==> src/rtl/zxspi_target.sv <==
// rtl/zxspi_target.sv - SPI target endpoint, oversampled in the clk domain, CPHA=0
//
// Purpose: receives MSB-first bytes on mosi, returns bytes on miso, and hands
//   received bytes to local logic through rx_valid/rx_ack.
// Parameter: CPOL - idle level of spi_clk.
// Optional build macro: ZXSPI_TARGET_RXFIFO_EN - 4-entry RX FIFO instead of
//   a single RX holding register.
// Ports:
//   clk, reset_L          system clock, asynchronous active-low reset
//   spi_clk, mosi         SPI clock and data from the master (asynchronous)
//   spi_cs_L              SPI chip select, active low (asynchronous)
//   miso, miso_oe         SPI data to the master and its output enable
//   tx_data, tx_load      byte for the next transfer and its write strobe
//   tx_ready              TX holding register empty
//   rx_data, rx_valid     oldest received byte and its valid flag
//   rx_ack                pops rx_data
//   overrun, ovr_clr      sticky dropped-byte flag and its clear
//   busy                  synchronized chip select active
`timescale 1ns/1ps
module zxspi_target #(
   parameter logic CPOL = 1'b0
) (
   input  logic       clk,
   input  logic       reset_L,
   input  logic       spi_clk,
   input  logic       mosi,
   input  logic       spi_cs_L,
   output logic       miso,
   output logic       miso_oe,
   input  logic [7:0] tx_data,
   input  logic       tx_load,
   output logic       tx_ready,
   output logic [7:0] rx_data,
   output logic       rx_valid,
   input  logic       rx_ack,
   output logic       overrun,
   input  logic       ovr_clr,
   output logic       busy
);

   // [0] first sync flop, [1] second sync flop, [2] edge-detect flop
   logic [2:0] sclk_sync;
   logic [1:0] mosi_sync;
   logic [2:0] cs_sync;

   logic [7:0] tx_shift;
   logic [7:0] tx_hold;
   logic       tx_full;
   logic [7:0] rx_shift;
   logic [2:0] bit_cnt;
   logic       reload_pending;

   logic       sclk_now, sclk_prev;
   logic       selected, cs_fall, cs_rise;
   logic       lead, trail;
   logic       push, drop, copy;
   logic [7:0] rx_byte;
   logic [7:0] tx_next;

   always_ff @(posedge clk or negedge reset_L) begin
      if (!reset_L) begin
         sclk_sync <= {3{CPOL}};
         mosi_sync <= 2'b00;
         cs_sync   <= 3'b111;
      end else begin
         sclk_sync <= {sclk_sync[1:0], spi_clk};
         mosi_sync <= {mosi_sync[0], mosi};
         cs_sync   <= {cs_sync[1:0], spi_cs_L};
      end
   end

   // Normalize spi_clk so that 1 means "active" regardless of CPOL.
   assign sclk_now  = sclk_sync[1] ^ CPOL;
   assign sclk_prev = sclk_sync[2] ^ CPOL;
   assign selected  = ~cs_sync[1];
   assign cs_fall   = ~cs_sync[1] &  cs_sync[2];
   assign cs_rise   =  cs_sync[1] & ~cs_sync[2];
   assign lead      = selected &  sclk_now & ~sclk_prev;
   assign trail     = selected & ~sclk_now &  sclk_prev;

   // mosi_sync[1] has the same latency as sclk_sync[1], so it is the bit
   // the master presented before this leading edge.
   assign rx_byte = {rx_shift[6:0], mosi_sync[1]};
   assign push    = lead & (bit_cnt == 3'd7);
   assign tx_next = tx_full ? tx_hold : 8'hFF;
   assign copy    = cs_fall | (trail & reload_pending);

   assign miso     = selected ? tx_shift[7] : 1'b1;
   assign miso_oe  = selected;
   assign busy     = selected;
   assign tx_ready = ~tx_full;

   always_ff @(posedge clk or negedge reset_L) begin
      if (!reset_L) begin
         tx_shift       <= 8'h00;
         rx_shift       <= 8'h00;
         bit_cnt        <= 3'd0;
         reload_pending <= 1'b0;
      end else if (cs_fall) begin
         tx_shift       <= tx_next;
         bit_cnt        <= 3'd0;
         reload_pending <= 1'b0;
      end else if (cs_rise) begin
         bit_cnt        <= 3'd0;
         reload_pending <= 1'b0;
      end else begin
         if (lead) begin
            rx_shift <= rx_byte;
            bit_cnt  <= bit_cnt + 3'd1;   // wraps 7 -> 0 at byte end
            if (bit_cnt == 3'd7)
               reload_pending <= 1'b1;
         end
         // The trailing edge right after a completed byte presents the
         // next byte's MSB instead of shifting.
         if (trail) begin
            if (reload_pending) begin
               tx_shift       <= tx_next;
               reload_pending <= 1'b0;
            end else begin
               tx_shift <= {tx_shift[6:0], 1'b1};
            end
         end
      end
   end

   // A load and a copy never meet: load needs the register empty, copy
   // only clears it when full.
   always_ff @(posedge clk or negedge reset_L) begin
      if (!reset_L) begin
         tx_hold <= 8'h00;
         tx_full <= 1'b0;
      end else if (copy && tx_full) begin
         tx_full <= 1'b0;
      end else if (tx_load && !tx_full) begin
         tx_hold <= tx_data;
         tx_full <= 1'b1;
      end
   end

`ifdef ZXSPI_TARGET_RXFIFO_EN
   logic [7:0] fifo_mem [4];
   logic [1:0] wr_ptr, rd_ptr;
   logic [2:0] count;
   logic       pop, accept;

   assign pop      = rx_ack & (count != 3'd0);
   assign accept   = push & ((count != 3'd4) | pop);
   assign drop     = push & ~accept;
   assign rx_data  = fifo_mem[rd_ptr];
   assign rx_valid = (count != 3'd0);

   always_ff @(posedge clk or negedge reset_L) begin
      if (!reset_L) begin
         for (int i = 0; i < 4; i++)
            fifo_mem[i] <= 8'h00;
         wr_ptr <= 2'd0;
         rd_ptr <= 2'd0;
         count  <= 3'd0;
      end else begin
         if (accept) begin
            fifo_mem[wr_ptr] <= rx_byte;
            wr_ptr           <= wr_ptr + 2'd1;
         end
         if (pop)
            rd_ptr <= rd_ptr + 2'd1;
         count <= count + {2'b00, accept} - {2'b00, pop};
      end
   end
`else
   logic [7:0] rx_reg;
   logic       rx_full;

   assign drop     = push & rx_full & ~rx_ack;
   assign rx_data  = rx_reg;
   assign rx_valid = rx_full;

   always_ff @(posedge clk or negedge reset_L) begin
      if (!reset_L) begin
         rx_reg  <= 8'h00;
         rx_full <= 1'b0;
      end else if (push && (!rx_full || rx_ack)) begin
         rx_reg  <= rx_byte;
         rx_full <= 1'b1;
      end else if (rx_ack) begin
         rx_full <= 1'b0;
      end
   end
`endif

   // Set wins over clear.
   always_ff @(posedge clk or negedge reset_L) begin
      if (!reset_L)
         overrun <= 1'b0;
      else if (drop)
         overrun <= 1'b1;
      else if (ovr_clr)
         overrun <= 1'b0;
   end

endmodule

==> config.mk <==
export PLATFORM = sky130hd
export DESIGN_NAME = zxspi_target
export DESIGN_NICKNAME = d
export VERILOG_FILES = /design/src/rtl/zxspi_target.sv
export SDC_FILE = /design/constraint.sdc
export NUM_CORES = 1
export LEC_CHECK = 0
export CORE_AREA = 4 4 65 67
export CTS_BUF_LIST = sky130_fd_sc_hd__clkbuf_8
export CTS_CLUSTER_DIAMETER = 100
export DETAILED_ROUTE_END_ITERATION = 8
export DIE_AREA = 0 0 69 71
export PLACE_DENSITY = 0.75
export SETUP_SLACK_MARGIN = 0.3
export SLEW_MARGIN = 40
export SYNTH_ARGS = -nofsm -noshare
export SYNTH_HDL_FRONTEND = slang
export SYNTH_SLANG_ARGS = --single-unit
==> constraint.sdc <==
create_clock -name clk -period 2.2 [get_ports clk]
set_input_delay 0.44 -clock clk [delete_from_list [all_inputs] [get_ports clk]]
set_output_delay 0.44 -clock clk [all_outputs]
set_load 0.05 [all_outputs]
# Word-level counts from Yosys, hierarchy flattened
# Index checks and enable logic that the tools add are counted.
dict set report word_totals {
  ram_bits 0
  memories 0
  out_inout_bits 14
  elab_cells 70
  register_bits 46
  mem_bits_ro 0
  in_bits 16
  latch_bits 0
}
dict set report op_classes {
  n_mux 21
  order_cmp 0
  div 0
  bitwise_logic 20
  addsub 1
  multipliers 0
  n_eq_ne 2
  reduce_logical 14
  n_shift 0
}
# op n
set op_table {}
lappend op_table {{8-bit two-way mux} 5}
lappend op_table {{1-bit two-way mux} 13}
lappend op_table {{1-bit bitwise AND} 10}
lappend op_table {{3-bit two-way mux} 3}
lappend op_table {{1-bit NOT} 9}
lappend op_table {{2-bit nonzero test} 4}
lappend op_table {{2-bit AND reduction} 2}
lappend op_table {{3-bit by 1-bit adder with 3-bit output (second input constant)} 1}
lappend op_table {{3-bit == test (second input constant)} 1}
lappend op_table {{1-bit logical AND} 3}
lappend op_table {{3-bit AND reduction} 1}
lappend op_table {{3-bit nonzero test} 1}
lappend op_table {{1-bit logical NOT} 2}
lappend op_table {{2-bit != test (second input constant)} 1}
lappend op_table {{1-bit logical OR} 1}
lappend op_table {{1-bit OR} 1}

# Depth between registers and ports, before layout
dict set report logic_depth {
  ltp_word 8
  mapped_depth 6
  mapped_depth_nobuf 5
}

# Worst setup path before layout
# OpenSTA, ideal clock, no wires.
dict set report synth_timing {
  path_type {flip-flop to flip-flop}
  from {reg cs_sync[1]}
  to {reg tx_shift[1]}
  t_required_ps 2075
  slack_ps 290
  path_stages_with_launch 7
  synth_period_minus_slack_ps 1910
  path_buffers 1
  setup_time_ps 125
  arrival_time_ps 1786
  cell_sequence {dfstp_2 inv_1 ha_1 clkbuf_1 nor3_1 a31oi_1 mux2_2}
}
dict set report synth_via {
  elab_chain_cells 5
  elab_cells_between_ends 9
  cone_classes {eq/ne (1); mux (1); bitwise (5); reduce/logical (2)}
}
# item line_no
set synth_lines {}
lappend synth_lines {{start: declaration} 44} ;# logic [2:0] cs_sync;
lappend synth_lines {{start signal: assignment} 68} ;# cs_sync <= {cs_sync[1:0], spi_cs_L};
lappend synth_lines {{1-bit NOT (*)} 75} ;# assign selected = ~cs_sync[1];
lappend synth_lines {{net busy} 38} ;# output logic busy
lappend synth_lines {{1-bit bitwise AND (2 in series)} 79} ;# assign trail = selected & ~sclk_now & sclk_prev;
lappend synth_lines {{2-bit nonzero test (no line)} --}
lappend synth_lines {{2-bit AND reduction (no line)} --}
lappend synth_lines {{end signal: assignment} 100} ;# tx_shift <= tx_next;
lappend synth_lines {{end signal: assignment} 117} ;# tx_shift <= tx_next;
lappend synth_lines {{end signal: assignment} 120} ;# tx_shift <= {tx_shift[6:0], 1'b1};
lappend synth_lines {{end: declaration} 46} ;# logic [7:0] tx_shift;
# The timed path passes the listed nets; every way through them passes the cells marked *.
# A chain may end at the register's enable or synchronous reset.

# Worst setup path after layout
dict set report layout_timing {
  from {reg cs_sync[2]}
  to {reg tx_shift[3]}
}
dict set report layout_via {
  elab_chain_cells 4
  elab_cells_between_ends 7
  cone_classes {eq/ne (1); mux (1); bitwise (3); reduce/logical (2)}
}
# item line_no
set layout_lines {}
lappend layout_lines {{1-bit NOT} 77} ;# assign cs_rise = cs_sync[1] & ~cs_sync[2];
lappend layout_lines {{1-bit bitwise AND} 77}
lappend layout_lines {{2-bit != test (no line)} --}
lappend layout_lines {{2-bit AND reduction (no line)} --}
# Several ways; a longest one is shown, not always the timed one.

==> results.yml <==
setup_path:
  cp.required_ns: 2.39
  critical-path-max-stage-delay_ns: 0.53
  cp_cell_sequence: "ha_2, inv_1, a21oi_4, mux2_2"
  slowest_stage: "dfstp_2"
  endpoint_kind: "flop"
  critical_path_class: "flop to flop"
  start_kind: "flop"
  path_max_fanout: 15
  worst_ep_arrival_time_ns: 1.96
logic_synthesis:
  synth_nets: 164
  ys_seq_area_frac: 0.611
  syn_inst: 144
  synth_edf_count: 0
  synth_flop_cell: "dfrtp_1"
  avgSynthCellArea_um2: 13.1
  ys_types: 30
  synthArstFlopShare: 1.00
  ys_ff_latch: 46
  yosys_warnings: 0
  netlist_area_mm2: 0.00189
placed_design:
  io_buffers: 29
  dpl-instance-area_mm2: 0.00222
  place.gp.congestion: 0.759
  dpl.hpwl_um: 2490
drt:
  drt_iter0_markers: 37
  drc: 0
  routed_wl_um: 3390
  vias: 1178
  first_pass_iters: 4
  ant_nets: 0
  viasPerCell: 5.21
  post_drt_wl_per_cell_um: 15.0
global_routing:
  grt_max_degree: 22
  grt_use_total: 0.156
  grt_first_pass_wirelength_um: 6020
  antenna_found_initial: 0
  gr-total-overflow: 0
  grt_pass1_vias: 1239
layout:
  mostFrequentLayoutCells: "dfrtp_1 (43), mux2_2 (27), inv_1 (14), clkdlybuf4s50_1 (14), dlygate4sd2_1 (10)"
  fill_cells: 301
  syn_to_final_growth_pct: 21.5
  layout_commonest_cell: "dfrtp_1"
  layout-drive-gt1-share: 0.298
  diodes: 0
  nNetsFinal: 197
  fin_area_mm2: 0.00230
floorplan:
  io_pins: 30
  chipWidth_um: 69
  core_mm2: 0.00363
  dieArea_mm2: 0.00490
  start_util: 0.520
  std_cell_rows: 22
  die_y_um: 71
timing:
  timing.fmax_mhz: 564
  slew_headroom: 0.666
  tightest_slew_ns: 0.502
  fin_setup_tns_ns: 0
  finClkSkew_ns: 0.00579
  grt_setup_unrepaired: "false"
  fin_crit_sh: 0.807
  hold_viol_final: 0
  setup_viol_count_final: 0
  finalCriticalPeriod_ns: 1.77
  slew_violations: 0
  holdWs_ns: 0.0195
clock_network:
  clk_pin_slew_worst_paths_ns: 0.08
  clockRootBuffer: "clkbuf_8"
  cts_tree: "built"
  clock_path_buffers: 2
  holdBufCountCts: 0
  cts_made_buffers: 5
  post-cts-setup-buffers: 0
  clk-insertion-delay-late_ns: 0.30
  cts_htree_levels: 2
  clkSinkCount: 46
hold_path:
  hold_path_class: "input pin to async pin"
job:
  drv_cap: 0
power:
  ir_drop_uv: 494
  power.density_mw_per_mm2: 933
  leakagePower_uw: 0.00110
outcome:
  status: "complete, no violations"
[cells in the mapped netlist, drive strengths merged, types with 2 or more instances]
library cell  instances  area [um^2]
or3                   3         18.8
nor3                  6         30.0
dfrtp                43         1080
nor3b                 2         15.0
nand2                 6         22.5
mux2i                 2         20.0
inv                  13         48.8
dfstp                 3         78.8
ha                    4         50.1
o31ai                 2         15.0
a31oi                 5         31.3
o21ai                 5         25.0
or2                   2         12.5
buf                   3         17.5
mux2                 27          304
nor2                  3         11.3
clkbuf                3         11.3
[metrics by stage]
stage / worst slack (ns) / total power (uW) / utilization / instances
2_1_floorplan: 0.290 / 1490 / - / 144
3_3_place_gp: 0.282 / 1620 / 0.612 / 218
3_5_place_dp: 0.253 / 1660 / 0.612 / 218
4_1_cts: 0.319 / 2170 / 0.634 / 226
5_1_grt: 0.308 / 2280 / 0.632 / 226
6_report: 0.426 / 2140 / 0.632 / 226
[sequential cells by signal (all words and copies together) (netlist names)]
name,flops
bit_cnt,3
cs_sync,3
mosi_sync,2
overrun,1
reload_pending,1
rx_data,8
rx_shift,7
rx_valid,1
sclk_sync,3
tx_full,1
tx_hold,8
tx_shift,8
[layout make-up]
type,count,area [um^2],area share
Tap cell,48,60.1,0.0261
Inverter,13,48.8,0.0212
Sequential cell,46,1150,0.503
Multi-Input combinational cell,79,662,0.288
Timing Repair Buffer,32,280,0.122
Clock buffer,6,82.6,0.0359
Clock inverter,2,8.76,0.00381
[power breakdown]
group / internal, uW / switching, uW
clock network: 249 / 268
logic: 240 / 237
registers: 1040 / 114
[what timing repair did]
action                     4_1_cts  5_1_grt
cloned                           0        0
pin swaps                        0        0
gates resized for setup         13        5
setup endpoints to repair       18        9
[metal layers]
metal,track usage,up-vias,part of all wire,wire length (um)
met4,0.0521,0,0.014,49
met1,0.197,584,0.44,1500
met5,0,-,0,0
li1,-,566,-,-
met3,0.0639,6,0.054,183
met2,0.247,22,0.49,1660
[final timing paths]
path	endpoint	cells past startpoint	slack (ns)	startpoint
worst max register to register	tx_shift[3]$_DFFE_PN0P_	4	0.43	cs_sync[2]$_DFF_PN1_
min in group clk	mosi_sync[1]$_DFF_PN0_	0	0.35	mosi_sync[0]$_DFF_PN0_
worst min register to register	mosi_sync[1]$_DFF_PN0_	0	0.35	mosi_sync[0]$_DFF_PN0_
max in group asynchronous	cs_sync[0]$_DFF_PN1_	2	1.55	reset_L
worst max-delay path	tx_shift[3]$_DFFE_PN0P_	4	0.43	cs_sync[2]$_DFF_PN1_
worst min-delay path	tx_hold[6]$_DFFE_PN0P_	1	0.02	reset_L
[logic make-up (layout without fill, tap and decap cells)]
family / after synthesis / in the layout / share of synthesized area
compound gates: 17 / 17 / 0.0635
fa+ha+maj: 4 / 4 / 0.0265
buf+inv: 19 / 53 / 0.0410
flops: 46 / 46 / 0.611
mux: 29 / 29 / 0.171
simple gates: 29 / 29 / 0.0867
[worst max-delay path: cells and delay by family, from the launching register on]
kind | cells | cell delay (ns)
fa+ha+maj | 1 | 0.33
compound gates | 1 | 0.30
buf+inv | 1 | 0.12
mux | 1 | 0.38
flops | 1 | 0.53
Note: power is estimated with default switching activity, not from simulation.
